$ cat config.mk
export PLATFORM = sky130hd
export DESIGN_NAME = perif_gpio_in_filter_flat
export DESIGN_NICKNAME = d
export VERILOG_FILES = /design/src/rtl/perif_gpio_in_filter_if.sv /design/src/rtl/perif_gpio_in_filter.sv /design/src/flat_wrapper.sv
export SDC_FILE = /design/constraint.sdc
export NUM_CORES = 1
export LEC_CHECK = 0
export CORE_AREA = 2 2 146 148
export CTS_BUF_LIST = sky130_fd_sc_hd__clkbuf_4
export DETAILED_ROUTE_END_ITERATION = 16
export DIE_AREA = 0 0 148 150
export PLACE_DENSITY = 0.86
export SYNTH_ARGS = -nofsm -noshare
export SYNTH_HDL_FRONTEND = slang
export SYNTH_SLANG_ARGS = --single-unit
$ cat constraint.sdc
create_clock -name i_clk -period 1.9 [get_ports i_clk]
set_input_delay 0.38 -clock i_clk [delete_from_list [all_inputs] [get_ports i_clk]]
set_output_delay 0.38 -clock i_clk [all_outputs]
set_load 0.02 [all_outputs]
$ cat src/rtl/perif_gpio_in_filter_if.sv
// Register bus between a peripheral-bus master and the GPIO input filter.
interface perif_gpio_in_filter_if;
  logic [3:2]  i_addr;
  logic [3:0]  i_be;
  logic        i_wr_en;
  logic [31:0] i_wr_data;
  logic        i_rd_en;
  logic [31:0] o_rd_data;
  logic        o_busy;
  logic        o_ack;

  modport master (
    output i_addr, i_be, i_wr_en, i_wr_data, i_rd_en,
    input  o_rd_data, o_busy, o_ack
  );

  modport slave (
    input  i_addr, i_be, i_wr_en, i_wr_data, i_rd_en,
    output o_rd_data, o_busy, o_ack
  );
endinterface

$ cat src/rtl/perif_gpio_in_filter.sv
// GPIO input conditioning: 2-FF synchroniser, per-pin tick-based debounce,
// rise/fall edge capture into a W1C pending register and an ORed interrupt.
module perif_gpio_in_filter #(
  parameter int p_num_gpios = 24,
  parameter int p_db_div    = 16,
  parameter int p_db_count  = 4
) (
  input  logic                   i_clk,
  input  logic                   i_rst,
  perif_gpio_in_filter_if.slave  bus,
  input  logic [p_num_gpios-1:0] i_pad_in,
  output logic [p_num_gpios-1:0] o_gpio_filt,
  output logic                   o_irq
);
  localparam int c_pre_w = (p_db_div > 1) ? $clog2(p_db_div) : 1;
  localparam logic [c_pre_w-1:0] c_pre_last = c_pre_w'(p_db_div - 1);
  localparam logic [3:0] c_cnt_last = 4'(p_db_count - 1);

  logic [p_num_gpios-1:0] sync1_reg, sync2_reg;
  logic [p_num_gpios-1:0] filt_reg, filt_next, filt_d_reg;
  logic [3:0]             cnt_reg  [p_num_gpios];
  logic [3:0]             cnt_next [p_num_gpios];
  logic [c_pre_w-1:0]     pre_reg;
  logic                   tick;
  logic [p_num_gpios-1:0] rise_en_reg, fall_en_reg, pending_reg, pending_next;
  logic [p_num_gpios-1:0] wr_bits, wr_mask, clr_bits, edge_bits;
  logic [31:0]            be_mask, rd_mux, rd_data_reg;
  logic                   wr_ack_reg, rd_ack_reg;
  logic                   wr_rise, wr_fall;

  assign tick = (pre_reg == c_pre_last);

  // A counter only advances on ticks while the synchronised level disagrees
  // with the accepted level; any agreement restarts the count.
  generate
    for (genvar gi = 0; gi < p_num_gpios; gi++) begin : g_db
      logic mismatch;
      logic accept;
      assign mismatch = sync2_reg[gi] ^ filt_reg[gi];
      assign accept   = tick & mismatch & (cnt_reg[gi] == c_cnt_last);
      assign filt_next[gi] = accept ? sync2_reg[gi] : filt_reg[gi];
      assign cnt_next[gi]  = !mismatch ? 4'd0 :
                             !tick     ? cnt_reg[gi] :
                             accept    ? 4'd0 : cnt_reg[gi] + 4'd1;
    end
  endgenerate

  assign be_mask = {{8{bus.i_be[3]}}, {8{bus.i_be[2]}}, {8{bus.i_be[1]}}, {8{bus.i_be[0]}}};
  assign wr_mask = p_num_gpios'(be_mask);
  assign wr_bits = p_num_gpios'(bus.i_wr_data & be_mask);
  assign wr_rise = bus.i_wr_en && (bus.i_addr == 2'd1);
  assign wr_fall = bus.i_wr_en && (bus.i_addr == 2'd2);
  assign clr_bits = (bus.i_wr_en && (bus.i_addr == 2'd3)) ? wr_bits : '0;

  // Set is applied after clear so a coincident event keeps the bit pending.
  assign edge_bits = (filt_reg & ~filt_d_reg & rise_en_reg) |
                     (~filt_reg & filt_d_reg & fall_en_reg);
  assign pending_next = (pending_reg & ~clr_bits) | edge_bits;

  always_comb begin
    rd_mux = 32'd0;
    case (bus.i_addr)
      2'd0:    rd_mux = 32'(filt_reg);
      2'd1:    rd_mux = 32'(rise_en_reg);
      2'd2:    rd_mux = 32'(fall_en_reg);
      default: rd_mux = 32'(pending_reg);
    endcase
  end

  always_ff @(posedge i_clk) begin
    if (i_rst) begin
      sync1_reg   <= '0;
      sync2_reg   <= '0;
      filt_reg    <= '0;
      filt_d_reg  <= '0;
      pre_reg     <= '0;
      rise_en_reg <= '0;
      fall_en_reg <= '0;
      pending_reg <= '0;
      rd_data_reg <= 32'd0;
      wr_ack_reg  <= 1'b0;
      rd_ack_reg  <= 1'b0;
      for (int i = 0; i < p_num_gpios; i++) cnt_reg[i] <= 4'd0;
    end else begin
      sync1_reg   <= i_pad_in;
      sync2_reg   <= sync1_reg;
      filt_reg    <= filt_next;
      filt_d_reg  <= filt_reg;
      pre_reg     <= tick ? '0 : pre_reg + 1'b1;
      pending_reg <= pending_next;
      wr_ack_reg  <= 1'b1;
      rd_ack_reg  <= 1'b1;
      for (int i = 0; i < p_num_gpios; i++) cnt_reg[i] <= cnt_next[i];
      if (wr_rise) rise_en_reg <= (rise_en_reg & ~wr_mask) | wr_bits;
      if (wr_fall) fall_en_reg <= (fall_en_reg & ~wr_mask) | wr_bits;
      if (bus.i_rd_en) rd_data_reg <= rd_mux;
    end
  end

  assign o_gpio_filt   = filt_reg;
  assign o_irq         = |(pending_reg & (rise_en_reg | fall_en_reg));
  assign bus.o_rd_data = rd_data_reg;
  assign bus.o_busy    = 1'b0;
  assign bus.o_ack     = (bus.i_wr_en & wr_ack_reg) | (bus.i_rd_en & rd_ack_reg);
endmodule

$ cat src/flat_wrapper.sv
// flat-port wrapper written by rule: the top's interface ports become plain ports
module perif_gpio_in_filter_flat 
#(
  parameter int p_num_gpios = 24,
  parameter int p_db_div    = 16,
  parameter int p_db_count  = 4
)
  (i_clk, i_rst, i_pad_in, o_gpio_filt, o_irq, bus_i_addr, bus_i_be, bus_i_wr_en, bus_i_wr_data, bus_i_rd_en, bus_o_rd_data, bus_o_busy, bus_o_ack);
  perif_gpio_in_filter_if bus_i ();
  input  logic i_clk;
  input  logic i_rst;
  input  logic [p_num_gpios-1:0] i_pad_in;
  output logic [p_num_gpios-1:0] o_gpio_filt;
  output logic o_irq;
  input wire logic [$bits(bus_i.i_addr)-1:0] bus_i_addr;
  input wire logic [$bits(bus_i.i_be)-1:0] bus_i_be;
  input wire logic [$bits(bus_i.i_wr_en)-1:0] bus_i_wr_en;
  input wire logic [$bits(bus_i.i_wr_data)-1:0] bus_i_wr_data;
  input wire logic [$bits(bus_i.i_rd_en)-1:0] bus_i_rd_en;
  output wire logic [$bits(bus_i.o_rd_data)-1:0] bus_o_rd_data;
  output wire logic [$bits(bus_i.o_busy)-1:0] bus_o_busy;
  output wire logic [$bits(bus_i.o_ack)-1:0] bus_o_ack;
  assign bus_i.i_addr = bus_i_addr;
  assign bus_i.i_be = bus_i_be;
  assign bus_i.i_wr_en = bus_i_wr_en;
  assign bus_i.i_wr_data = bus_i_wr_data;
  assign bus_i.i_rd_en = bus_i_rd_en;
  assign bus_o_rd_data = bus_i.o_rd_data;
  assign bus_o_busy = bus_i.o_busy;
  assign bus_o_ack = bus_i.o_ack;
  perif_gpio_in_filter #(.p_num_gpios(p_num_gpios), .p_db_div(p_db_div), .p_db_count(p_db_count)) u_core (.i_clk(i_clk), .i_rst(i_rst), .bus(bus_i), .i_pad_in(i_pad_in), .o_gpio_filt(o_gpio_filt), .o_irq(o_irq));
endmodule
**Word level (Yosys, flattened, before mapping)**

Memory sizes are Yosys's and may differ from the RTL's.
Cells that the tools add are included.

- Add/subtract/negate cells: 25
- Equal/unequal tests: 28
- Multiplexer cells: 101
- Bitwise gates (word level): 117
- Reductions and logical operators: 6

Operators with widths:

| cell | number |
|---|---|
| 2-to-1 mux 4 bit | 96 |
| bitwise AND 24 bit | 9 |
| OR 24 bit | 5 |
| adder 4 x 1 -> 4 bit (second input constant) | 25 |
| equality test 4 x 2 -> 1 bit (second input constant) | 24 |
| inverter 24 bit | 4 |
| one-hot mux 24 bit (3 select lines) | 1 |
| bitwise AND 1 bit | 50 |
| OR 1 bit | 25 |
| 2-to-1 mux 24 bit | 1 |
| OR reduction 24 bit | 1 |
| XOR 1 bit | 24 |
| equality test 2 bit (second input constant) | 2 |
| equality test 4 bit (second input constant) | 1 |
| logical AND 1 bit | 3 |
| 2-to-1 mux 1 bit | 3 |
| equality test 2 x 1 -> 1 bit (second input constant) | 1 |
| zero test 2 bit | 1 |
| OR reduction 2 bit | 1 |

- Register bits: 205
- RAM bits: 96
- Output and inout bits: 59
- Logic and storage cells: 311
- Memories kept: 1

Memory list:

| memory | depth | bits a word | rd ports | clocked after Yosys merged registers in | wr ports | RTL line | RTL |
|---|---|---|---|---|---|---|---|
| u_core.cnt_reg | 24 | 4 | 24 | 0 | 24 | perif_gpio_in_filter.sv:21 | `logic [3:0] cnt_reg [p_num_gpios];` |

**Longest topological paths before layout**

- Word-level depth: 7
- Mapped depth: 8
- Mapped depth without buffers: 5

**Least setup slack after synthesis**

OpenSTA, ideal clock, no wires.

- Path kind: input to output
- From: input port bus_i_rd_en
- To: output port bus_o_ack
- Data arrival time: 1,084 ps
- Setup slack: 436 ps
- Cell stages on the path: 3
- Buffers on the path: 2
- Cells stage by stage: buf_2 > buf_2 > o21a_1

- Word-level cells in the longest chain between the ends: 2

Ends and longest elaborated chain:

| element | RTL line | RTL |
|---|---|---|
| from (decl) | flat_wrapper.sv:19 | `input wire logic [$bits(bus_i.i_rd_en)-1:0] bus_i_rd_en;` |
| bitwise AND 1 bit | perif_gpio_in_filter.sv:104 | `assign bus.o_ack = (bus.i_wr_en & wr_ack_reg) \| (bus.i_rd_en & rd_ack_reg);` |
| OR 1 bit | perif_gpio_in_filter.sv:104 |  |
| to (decl) | flat_wrapper.sv:22 | `output wire logic [$bits(bus_i.o_ack)-1:0] bus_o_ack;` |

No other way between the ends.

==> flow_summary.ini <==
[run_status]
outcome = finished with violations
violations = negative setup slack

[clock_tree]
cts_buffer_depth = 3
tritoncts = done
clk_pin_slew_worst_paths_ns = 0.07
cts_inserted_buffers = 75
insertion_delay_ns = 0.68
cts_max_level = 3
cts_setup_buffers = 0
clock-root-buffer = clkbuf_4
cts_sinks = 293

[critical_path]
max_stage_delay_ns = 0.32
crit_chain = o21ai_1 -> nand4_1 -> nor4_2 -> nand2_1 -> buf_6
end_kind = primary output
cp_slowest_cell = dfxtp_1
required_ns = 1.52
crit_fanout = 2
path_class = flop to primary output
crit_path_start_kind = flop
crit_arrival_ns = 1.93

[drt]
via_count = 10700
routed_wl_um = 29800
wire_per_inst_um = 15.8
vias_per_cell = 5.68
drtIter0Drc = 780
drc = 0
drtAntennaViolNets = 0
drt_first_pass_iters = 6

[final_layout]
final_nets = 1664
area_growth_syn_to_layout_pct = 23.7
diodes = 0
drive_gt1_frac = 0.166
nFillCells = 1458

[logic_synthesis]
yosys_warnings = 0
synth_enable_flop_cells = 0
synthTopCellsByArea = dfxtp_1 (49%), nand2_1 (9.1%), a21oi_1 (6.0%), nor2_1 (4.7%), mux4_2 (4.5%)
netlist_area_sq_mm = 0.0120
ys_seq_area_frac = 0.488
yosysMostFrequentCell = dfxtp_1
syn_inst = 1342
synth_commonest_cells = dfxtp_1 (293), nand2_1 (291), nor2_1 (150)
ys_types = 34
async_reset_ff_frac = 0
yosysTopAreaCell = dfxtp_1
synthFlopType = dfxtp_1
synth_top_area_share = 0.488
synth_area_per_cell_sq_um = 8.96
ys_ff_latch = 293

[global_route]
use_met3 = 0.0595
use_met2 = 0.461
gr-total-overflow = 0
grt_pass1_vias = 10500
met1_usage = 0.313
grt_max_degree = 72
busiest_layer = met2
grt_antenna_before_repair = 0
grt_usage = 0.269
grt_pass1_wl_um = 48800

[sta]
finClkSkew_ns = 0.0396
finalHoldViolations = 0
drv_slew = 0
finalCritPeriodShare = 1.22
rsz0062_at_grt = true
fmax_ghz = 0.433
final-setup-viol-count = 1
worst_slack_ns = -0.409
setup_tns_ns = -0.409
fin_crit_ns = 2.31

[die]
core_sq_mm = 0.0207
num_rows = 53
die_area_sq_mm = 0.0222
chipHeight_um = 150
start_util = 0.581
fp.dieW_um = 148
ios = 125

[place]
pre_cts_ws_ns = -0.224
post-dp-hpwl_um = 19800
port-buffer-count = 106
place_congestion = 0.870

[pwr]
p_leak_uw = 0.00600
power_per_cell_area_mw_per_mm2 = 813
ir_worst_vdd_mv = 0.617

[min_path]
hp-class = input port to flop

[run]
drv_cap = 0
## final timing paths
path	startpoint	endpoint	slack [ns]	depth (start not counted)
min	i_rst	u_core.o_gpio_filt[17]	0.16	3
min reg2reg	u_core.sync1_reg[23]	u_core.sync2_reg[23]	0.42	1
max reg2reg	u_core.pre_reg[0]	u_core.cnt_reg[0][40]	0.17	7
max	flop	o_irq	-0.41	5
## kinds of logic (layout without fill, tap and decap cells)
group / count (synthesis) / count (layout) / synth area share
compound gates: 216 / 216 / 0.0990
xor+xnor: 51 / 51 / 0.0372
fa+ha+maj: 25 / 25 / 0.0260
buf+inv: 69 / 334 / 0.0313
flops: 293 / 293 / 0.488
mux: 71 / 71 / 0.0841
other cells: 1 / 9 / 0.000312
simple gates: 616 / 616 / 0.234
## area by class of cell
class	instances	area (sq um)	share of cell area
Timing Repair Buffer	213	1910	0.129
Sequential cell	293	5880	0.396
Clock buffer	105	788	0.0530
Multi-Input combinational cell	988	5820	0.392
Clock inverter	14	106	0.00715
Inverter	2	7.51	0.000505
Tap cell	275	344	0.0231
## routing by layer
layer / share of wire / routed length, um
met5: 0 / 0
met4: 0.044 / 1320
met3: 0.071 / 2110
met2: 0.49 / 14600
met1: 0.40 / 11800
## where the power goes
part	internal, uW	switching, uW	total (uW)	leakage, uW
Sequential	6220	41.0	6260	0.00238
Combinational	280	315	596	0.00308
Clock	2790	2440	5230	0.000543
## per-stage QoR
stage / total power, uW / instance area (sq um) / utilization / hold slack, ns / instances
global route: 12600 / 14900 / 0.718 / 0.138 / 1890
CTS: 12200 / 14900 / 0.719 / 0.118 / 1890
global placement: 6970 / 14000 / 0.677 / 0.418 / 1771
finish: 12100 / 14900 / 0.718 / 0.163 / 1890
floorplan: 6700 / 12100 / - / 0.414 / 1350
detailed placement: 6990 / 14000 / 0.677 / 0.426 / 1771
## critical path, delay by kind of cell (launching register included)
kind                   cells  cell delay, ns
DFF                        1            0.32
buffers and inverters      1            0.14
and+or+nand+nor            3            0.59
AOI/OAI and AO/OA          1            0.22
## cell usage in the layout (no fill, tap or decap), types with 4 or more instances in the layout
master	synthesis	layout
nand3_1	10	9
buf_12	0	9
xor2_1	48	48
nand4_1	51	51
o22ai_1	22	22
clkbuf_4	0	105
conb_1	1	9
ha_1	25	25
dfxtp_1	293	280
a21oi_1	145	145
clkdlybuf4s50_1	0	54
mux4_2	24	24
clkinv_1	0	7
o21ai_0	27	19
mux2i_1	47	47
nor3_1	4	4
nor2_1	150	150
dfxtp_2	0	13
o21ai_1	0	8
dlygate4sd2_1	0	43
nand2_1	291	291
buf_4	23	98
nor2b_1	73	73
nand4b_1	24	24
inv_2	1	5
a311oi_1	21	21
## what timing repair did
action                     4_1_cts  5_1_grt
setup endpoints to repair       50        4
hold buffers                     0        0
pin swaps                        4        1
gates cloned                     0        0
resized for setup               81        6
Note: power is estimated with default switching activity, not from simulation.
